===== src/rtl/cpu_mem_arbiter.sv =====
// ---------------------------------------------------------------------------
// cpu_mem_arbiter
// Shares one memory port between a CPU instruction-fetch channel and a CPU
// data (load/store) channel. Only one transaction is outstanding at a time.
// Data requests win over fetches. A store wins over a load.
//
// Ports
//   clk, rst                 clock, asynchronous active-low reset
//   PC / Inst_Req_Valid / Inst_Req_Ready
//                            fetch request channel (ready is a grant)
//   Instruction / Inst_Valid / Inst_Ready
//                            fetch response channel
//   Address / MemWrite / Write_data / Write_strb / MemRead / Mem_Req_Ready
//                            data request channel (ready is a grant)
//   Read_data / Read_data_Valid / Read_data_Ready
//                            load response channel
//   mem_addr / mem_ren / mem_wen / mem_wdata / mem_wstrb / mem_req_ready
//                            registered request to memory
//   mem_rdata / mem_rvalid / mem_rready
//                            memory read response
// ---------------------------------------------------------------------------
module cpu_mem_arbiter (
   input  logic        clk,
   input  logic        rst,
   // instruction fetch
   input  logic [31:0] PC,
   input  logic        Inst_Req_Valid,
   output logic        Inst_Req_Ready,
   output logic [31:0] Instruction,
   output logic        Inst_Valid,
   input  logic        Inst_Ready,
   // data access
   input  logic [31:0] Address,
   input  logic        MemWrite,
   input  logic [31:0] Write_data,
   input  logic [3:0]  Write_strb,
   input  logic        MemRead,
   output logic        Mem_Req_Ready,
   output logic [31:0] Read_data,
   output logic        Read_data_Valid,
   input  logic        Read_data_Ready,
   // memory side
   output logic [31:0] mem_addr,
   output logic        mem_ren,
   output logic        mem_wen,
   output logic [31:0] mem_wdata,
   output logic [3:0]  mem_wstrb,
   input  logic        mem_req_ready,
   input  logic [31:0] mem_rdata,
   input  logic        mem_rvalid,
   output logic        mem_rready
);

   typedef enum logic [1:0] {
      ST_IDLE = 2'd0,
      ST_REQ  = 2'd1,
      ST_RSP  = 2'd2,
      ST_OUT  = 2'd3
   } state_t;

   // KIND_NONE is the reset value; a real transaction always overwrites it.
   localparam logic [1:0] KIND_NONE  = 2'd0;
   localparam logic [1:0] KIND_INST  = 2'd1;
   localparam logic [1:0] KIND_LOAD  = 2'd2;
   localparam logic [1:0] KIND_STORE = 2'd3;

   state_t      state_r;
   state_t      state_next_s;
   logic [1:0]  kind_r;
   logic [31:0] buf_r;
   logic [31:0] addr_r;
   logic [31:0] wdata_r;
   logic [3:0]  wstrb_r;
   logic        ren_r;
   logic        wen_r;

   logic        grant_data_s;
   logic        grant_inst_s;
   logic        inst_valid_s;
   logic        rd_valid_s;
   logic        rready_s;
   logic        out_taken_s;

   // State register.
   always_ff @(posedge clk or negedge rst) begin
      if (!rst) begin
         state_r <= ST_IDLE;
      end else begin
         state_r <= state_next_s;
      end
   end

   // Next-state logic.
   always_comb begin
      state_next_s = state_r;
      out_taken_s  = 1'b0;
      case (state_r)
         ST_IDLE: begin
            if (grant_data_s || grant_inst_s) begin
               state_next_s = ST_REQ;
            end else begin
               state_next_s = ST_IDLE;
            end
         end
         ST_REQ: begin
            if (mem_req_ready) begin
               if (kind_r == KIND_STORE) begin
                  state_next_s = ST_IDLE;
               end else begin
                  state_next_s = ST_RSP;
               end
            end else begin
               state_next_s = ST_REQ;
            end
         end
         ST_RSP: begin
            if (mem_rvalid) begin
               state_next_s = ST_OUT;
            end else begin
               state_next_s = ST_RSP;
            end
         end
         ST_OUT: begin
            out_taken_s = ((kind_r == KIND_INST) && Inst_Ready) ||
                          ((kind_r == KIND_LOAD) && Read_data_Ready);
            if (out_taken_s) begin
               state_next_s = ST_IDLE;
            end else begin
               state_next_s = ST_OUT;
            end
         end
         default: begin
            state_next_s = ST_IDLE;
         end
      endcase
   end

   // Output decode: grants in IDLE, read-ready in RSP, response valid in OUT.
   // Grants are gated with rst so nothing is offered while reset is held.
   always_comb begin
      grant_data_s = 1'b0;
      grant_inst_s = 1'b0;
      rready_s     = 1'b0;
      inst_valid_s = 1'b0;
      rd_valid_s   = 1'b0;
      case (state_r)
         ST_IDLE: begin
            grant_data_s = rst & (MemRead | MemWrite);
            grant_inst_s = rst & ~(MemRead | MemWrite) & Inst_Req_Valid;
         end
         ST_REQ: begin
            rready_s = 1'b0;
         end
         ST_RSP: begin
            rready_s = 1'b1;
         end
         ST_OUT: begin
            inst_valid_s = (kind_r == KIND_INST);
            rd_valid_s   = (kind_r == KIND_LOAD);
         end
         default: begin
            rready_s = 1'b0;
         end
      endcase
   end

   // Transaction capture, memory request valids and response buffer.
   always_ff @(posedge clk or negedge rst) begin
      if (!rst) begin
         kind_r  <= KIND_NONE;
         buf_r   <= 32'd0;
         addr_r  <= 32'd0;
         wdata_r <= 32'd0;
         wstrb_r <= 4'd0;
         ren_r   <= 1'b0;
         wen_r   <= 1'b0;
      end else begin
         case (state_r)
            ST_IDLE: begin
               if (grant_data_s) begin
                  addr_r  <= Address;
                  kind_r  <= MemWrite ? KIND_STORE : KIND_LOAD;
                  wdata_r <= MemWrite ? Write_data : 32'd0;
                  wstrb_r <= MemWrite ? Write_strb : 4'd0;
                  wen_r   <= MemWrite;
                  ren_r   <= ~MemWrite;
               end else if (grant_inst_s) begin
                  addr_r  <= PC;
                  kind_r  <= KIND_INST;
                  wdata_r <= 32'd0;
                  wstrb_r <= 4'd0;
                  wen_r   <= 1'b0;
                  ren_r   <= 1'b1;
               end
            end
            ST_REQ: begin
               // Fields stay stable until the memory takes the request.
               if (mem_req_ready) begin
                  ren_r <= 1'b0;
                  wen_r <= 1'b0;
               end
            end
            ST_RSP: begin
               if (mem_rvalid) begin
                  buf_r <= mem_rdata;
               end
            end
            ST_OUT: begin
               buf_r <= buf_r;
            end
            default: begin
               ren_r <= 1'b0;
               wen_r <= 1'b0;
            end
         endcase
      end
   end

   assign Inst_Req_Ready  = grant_inst_s;
   assign Mem_Req_Ready   = grant_data_s;
   assign Instruction     = buf_r;
   assign Read_data       = buf_r;
   assign Inst_Valid      = inst_valid_s;
   assign Read_data_Valid = rd_valid_s;
   assign mem_addr        = addr_r;
   assign mem_ren         = ren_r;
   assign mem_wen         = wen_r;
   assign mem_wdata       = wdata_r;
   assign mem_wstrb       = wstrb_r;
   assign mem_rready      = rready_s;

endmodule


===== config.mk =====
export PLATFORM = sky130hd
export DESIGN_NAME = cpu_mem_arbiter
export DESIGN_NICKNAME = d
export VERILOG_FILES = /design/src/rtl/cpu_mem_arbiter.sv
export SDC_FILE = /design/constraint.sdc
export NUM_CORES = 1
export LEC_CHECK = 0
export BUFFER_PORTS_ARGS = -buffer_cell sky130_fd_sc_hd__buf_2
export CORE_ASPECT_RATIO = 0.6
export CORE_UTILIZATION = 44
export DETAILED_ROUTE_END_ITERATION = 6
export PLACE_DENSITY = 0.81
export SLEW_MARGIN = 0
export SYNTH_ARGS = -nofsm -noshare
export SYNTH_HDL_FRONTEND = slang
export SYNTH_SLANG_ARGS = --single-unit

===== constraint.sdc =====
create_clock -name clk -period 1.72 [get_ports clk]
set_input_delay 0.086 -clock clk [delete_from_list [all_inputs] [get_ports clk]]
set_output_delay 0.086 -clock clk [all_outputs]
set_load 0.02 [all_outputs]

==> impl_metrics.py, run 1 <==
metrics = {
    "floorplanning": {
        "ios": 280,
        "initial_utilization": 0.4648,
        "rows": 28,
        "dieWidth_um": 135.5,
        "coreArea_mm2": 0.01012,
        "die_h_um": 82.11,
        "die_area_mm2": 0.01113,
    },
    "sta": {
        "hold_viol": 0,
        "clock_skew_ps": 7.876,
        "tightest_slew_ps": 848.7,
        "min_period_over_period": 0.9528,
        "setup_ws_ps": 81.17,
        "period_minus_slack_ps": 1639,
        "fin_tns_setup_ps": 0,
        "maxSlewHeadroom": 0.4342,
        "fmax_mhz": 610.2,
        "slew_violations": 0,
        "setup_viol": 0,
        "rsz0062_at_grt": "false",
    },
    "finish": {
        "register_area_mm2": 0.002655,
        "n_fill_cell": 782,
        "area_growth_pct": 47.54,
        "multi_input_area_mm2": 0.001613,
        "drive_gt1_frac": 0.5163,
        "finalNetCount": 811,
        "finalCoreUtilization": 0.6857,
        "final_common_cell": "buf_2",
        "insertedDiodeCount": 0,
        "layout_common_cells": "buf_2 (278), dfrtp_1 (104), dlygate4sd3_1 (68)",
        "fin_cells": 809,
    },
    "drt": {
        "drtIter0Drc": 179,
        "m1WireLength_um": 5582,
        "totalWireLength_um": 13930,
        "drt-wirelength-per-cell_um": 17.22,
        "wl_met3_um": 792,
        "drc": 0,
        "highest_layer": "met4",
        "dr.pass1.iters": 4,
        "ant_nets": 0,
        "via_count": 4285,
        "wl_met2_um": 7276,
        "viasPerCell": 5.297,
    },
    "global_route": {
        "grt_pass1_vias": 4262,
        "antenna_found_initial": 0,
        "grt_max_degree": 70,
        "grt.total_usage": 0.2485,
        "grt_pass1_wl_um": 21180,
        "gr-total-overflow": 0,
    },
    "worst_setup_path": {
        "critPathSlowestCell": "dfrtp_2",
        "critPathTopFamily": "flip-flops",
        "crit_buf_inv": 2,
        "end_kind": "output pin",
        "cp.arrival_ps": 1550,
        "slowest_delay_ps": 460,
        "rr_worst_depth": 4,
        "crit_chain": "nor3b_4 > buf_6 > and3_1 > buf_2",
        "cp.depth": 4,
        "startpoint": "state_r[0]",
        "start_kind": "flop",
        "r2r_start": "state_r[0]",
        "cp.required_ps": 1630,
        "critPathKind": "flop to output pin",
        "path_max_fanout": 7,
    },
    "run": {
        "max_cap_violations": 0,
    },
    "cts": {
        "clkLatencyLatePin_ps": 340,
        "numCtsBuffers": 9,
        "clk_path_buf_depth": 2,
        "cts.sinks": 106,
        "clkTransAtPathRegs_ps": 70,
        "cts_tree": "yes",
        "cts-root-buf": "clkbuf_16",
        "h-tree-depth": 3,
    },
    "synthesis": {
        "synth_cell_types": 29,
        "synth_nets": 504,
        "ys_seq_area_frac": 0.5637,
        "avgSynthCellArea_um2": 12.96,
        "synth_area_mm2": 0.004706,
        "synth_flop_cell": "dfrtp_1",
        "async_reset_ff_frac": 1.000,
        "synth_edf_count": 0,
        "yosys_warnings": 0,
        "netlist_instances": 363,
        "ys_ff_latch": 106,
    },
    "outcome": {
        "status": "finished, final reports clean",
    },
    "worst_hold_path": {
        "hp-start": "mem_rdata[25]",
        "hold_path_depth": 2,
        "hold_path_class": "input port to flop",
    },
    "pwr": {
        "ir_worst_vdd_mv": 0.9940,
        "p_leak_nw": 3.492,
        "powerDensity_mw_per_mm2": 1781,
    },
    "placement": {
        "dpl_worst_slack_ps": 202.9,
        "dp.cells": 726,
        "portBuffers": 279,
        "place.gp.congestion": 0.8068,
        "dp_hpwl_um": 9361,
    },
}
-- stage by stage --
step	hold slack [ps]	power (mW)	instance area [µm²]
6_report	16.01	12.36	6943
5_1_grt	1.229	13.05	6943
4_1_cts	2.377	12.37	6924
3_5_place_dp	218.4	10.34	5978
3_3_place_gp	194.8	10.16	5978
2_1_floorplan	-209.6	8.628	4706
-- synthesized netlist by cell type (2+ instances only) --
library cell / count / area (µm²)
dfrtp_1: 106 / 2653
a22o_1: 36 / 315.3
o2bb2ai_1: 33 / 289.0
a31oi_1: 32 / 200.2
buf_4: 32 / 240.2
mux2_2: 32 / 360.4
o21a_1: 32 / 240.2
clkbuf_1: 15 / 56.30
buf_6: 10 / 112.6
buf_2: 6 / 30.03
nand2_1: 4 / 15.01
nand3b_1: 4 / 30.03
nor2_1: 3 / 11.26
nand4_1: 2 / 12.51
nor3b_1: 2 / 15.01
-- metal layers --
layer,vias to the layer above,GRT usage
met1,2112,0.2972
met5,-,0
met3,28,0.05250
li1,1953,-
met2,192,0.4487
met4,0,0.09438
-- kinds of logic after synthesis --
group / share of synthesized area
AOI/OAI and AO/OA: 0.2329
DFF: 0.5637
buffers and inverters: 0.09412
muxes: 0.07870
and+or+nand+nor: 0.03058
-- report_power, final --
part	internal (mW)	switching (mW)	total, mW
clock	0.989	0.912	1.90
sequential	3.67	0.805	4.47
combinational	2.43	3.55	5.99
total	7.09	5.27	12.4
-- timing repair --
action                                  CTS  global route
gates resized for setup                   0             4
endpoints found under the hold margin   103             1
setup buffers                             0             0
endpoints found under the setup margin    0             2
hold buffers                             67             1
-- area by class of cell --
type                       instances  share of cell area
sequential                       106              0.3824
timing repair buffer             360              0.3213
multi-input combinational        193              0.2323
clock buffer                       9             0.03244
tap                              135             0.02433
clock inverter                     6            0.007209
-- sequential cells by signal, summed over array words and instances, names as in the netlist --
| signal | count |
|---|---|
| mem_wdata | 32 |
| Instruction | 32 |
| mem_addr | 32 |
| mem_wstrb | 4 |
| state_r | 2 |
| kind_r | 2 |
| mem_ren | 1 |
| mem_wen | 1 |
-- worst paths after layout --
path / endpoint / slack (ps)
min in group asynchronous: mem_ren / 420
setup / recovery: Inst_Req_Ready / 80
hold reg to reg: mem_addr[6] / 490
setup reg to reg: mem_wdata[20] / 210
max in group asynchronous: mem_addr[29] / 600
hold / removal: Instruction[25] / 20
Power figures use the tool's default switching activity.
==> inputs of run 2 (changes only) <==
- CORE_UTILIZATION: 44 -> 39
- PLACE_DENSITY: 0.81 -> 0.76
- clock period: 1.72 -> 1.4 ns (I/O delays scaled with it)
==> impl_metrics.py, run 2 (synthesis gave the netlist of run 1 again) <==
metrics = {
    "outcome": {
        "status": "finished with violations",
        "violations": "negative setup slack",
    },
    "worst_setup_path": {
        "cp.required_ps": 1620,
        "critPathKind": "flop to flop",
        "cp.arrival_ps": 1730,
        "crit_end": "mem_wdata[3]",
        "end_kind": "flop",
        "path_max_fanout": 39,
        "r2r_start": "state_r[0]",
        "startpoint": "state_r[0]",
        "r2r-end": "mem_wdata[3]",
        "r2r_slack_ps": -110,
        "start_kind": "flop",
        "rr_worst_depth": 5,
    },
    "drt": {
        "dr.pass1.iters": 4,
        "drt-wirelength-per-cell_um": 17.68,
        "totalWireLength_um": 14990,
        "viasPerCell": 5.106,
        "drc": 0,
        "via_count": 4330,
        "drtIter0Drc": 161,
        "ant_nets": 0,
    },
    "global_route": {
        "gr-total-overflow": 0,
        "grt_pass1_vias": 4309,
        "antenna_found_initial": 0,
        "grt_max_degree": 107,
        "grt.total_usage": 0.2231,
        "grt_pass1_wl_um": 21470,
    },
    "placement": {
        "portBuffers": 279,
        "dp_hpwl_um": 9087,
        "dpl_worst_slack_ps": -21.29,
        "place.gp.congestion": 0.7945,
        "dp.cells": 755,
    },
    "cts": {
        "clk_path_buf_depth": 2,
        "h-tree-depth": 3,
        "clkTransAtPathRegs_ps": 80,
        "numCtsBuffers": 9,
        "cts-root-buf": "clkbuf_16",
        "cts.sinks": 106,
        "cts_tree": "yes",
        "clkLatencyLatePin_ps": 340,
    },
    "pwr": {
        "p_int_mw": 9.405,
        "powerDensity_mw_per_mm2": 2198,
        "switchingPower_mw": 6.795,
        "p_leak_nw": 3.793,
        "p_clk_frac": 0.150,
        "ir_worst_vdd_mv": 1.447,
        "p_sw_frac": 0.4194,
        "combPwrFrac": 0.508,
        "pwr-share-seq": 0.341,
    },
    "finish": {
        "layout_common_cells": "buf_2 (274), dfrtp_1 (104), dlygate4sd3_1 (69)",
        "drive_gt1_frac": 0.5320,
        "final_common_cell": "buf_2",
        "fin_cells": 848,
        "insertedDiodeCount": 0,
        "area_growth_pct": 56.66,
        "finalNetCount": 824,
    },
    "sta": {
        "rsz0062_at_grt": "true",
        "tightest_slew_ps": 556.7,
        "setup_ws_ps": -112.9,
        "fmax_mhz": 661.0,
        "period_minus_slack_ps": 1513,
        "slew_violations": 0,
        "hold_viol": 0,
        "clock_skew_ps": 6.667,
        "min_period_over_period": 1.081,
        "maxSlewHeadroom": 0.6288,
        "setup_viol": 64,
    },
    "run": {
        "max_cap_violations": 0,
    },
    "floorplanning": {
        "initial_utilization": 0.4084,
        "coreArea_mm2": 0.01152,
        "die_h_um": 87.09,
        "dieWidth_um": 143.8,
        "rows": 30,
        "ios": 280,
        "die_area_mm2": 0.01252,
    },
    "worst_hold_path": {
        "hold_path_class": "input port to flop",
    },
}
-- run 2: timing repair --
action,in CTS,in global routing
endpoints found under the setup margin,69,97
buffers inserted,3,0
hold endpoints to repair,174,0
gates resized for setup,7,40
pin swaps,3,3
cloned,1,4
hold buffers,69,0
-- run 2: through the flow --
stage | utilization | hold WS (ps) | TNS, ps | power, mW | area, µm²
after floorplan | - | -225.6 | 0 | 10.63 | 4722
after global placement | 0.5277 | 216.9 | 0 | 12.58 | 6081
after detailed placement | 0.5277 | 238.0 | -370.6 | 12.77 | 6081
after CTS | 0.6192 | 14.08 | -3006 | 15.58 | 7136
after global routing | 0.6397 | 35.15 | -5326 | 17.01 | 7372
final | 0.6397 | 23.21 | -3627 | 16.20 | 7372
-- run 2: critical path, stage by stage, from the launching register on --
cell     delay (ps)
dfrtp_2         450
nor3b_4         230
buf_4           160
o31ai_4          80
buf_12          180
a22o_1          270
-- run 2: power groups by stage --
stage | Sequential [mW] | Combinational [mW] | Clock [mW]
2_1_floorplan | 7.09 | 3.54 | 0
3_3_place_gp | 5.40 | 7.18 | 0
3_5_place_dp | 5.45 | 7.32 | 0
4_1_cts | 5.43 | 7.66 | 2.49
5_1_grt | 5.70 | 8.69 | 2.62
6_report | 5.53 | 8.24 | 2.44
-- run 2: worst min path at each step --
stage	from	endpoint	cells past startpoint
6_report	PC[16]	mem_addr[16]	3
5_1_grt	PC[12]	mem_addr[12]	3
2_1_floorplan	rst	Instruction[0]	0
3_3_place_gp	rst	mem_wstrb[0]	2
4_1_cts	PC[16]	mem_addr[16]	3
3_5_place_dp	rst	mem_wstrb[3]	2
-- run 2: final cells by class --
cell class / count / area [µm²]
clock buffers: 10 / 239.0
repair buffers: 373 / 2459
clock inverters: 6 / 47.55
fillers: 871 / 4151
multi-input cells: 193 / 1772
flip-flops and latches: 106 / 2655
well taps: 160 / 200.2
-- run 2: per-layer routing --
metal,wire length [µm],track usage
met4,282,0.07350
met5,0,0
met1,6259,0.2654
met3,975,0.05388
met2,7475,0.3985
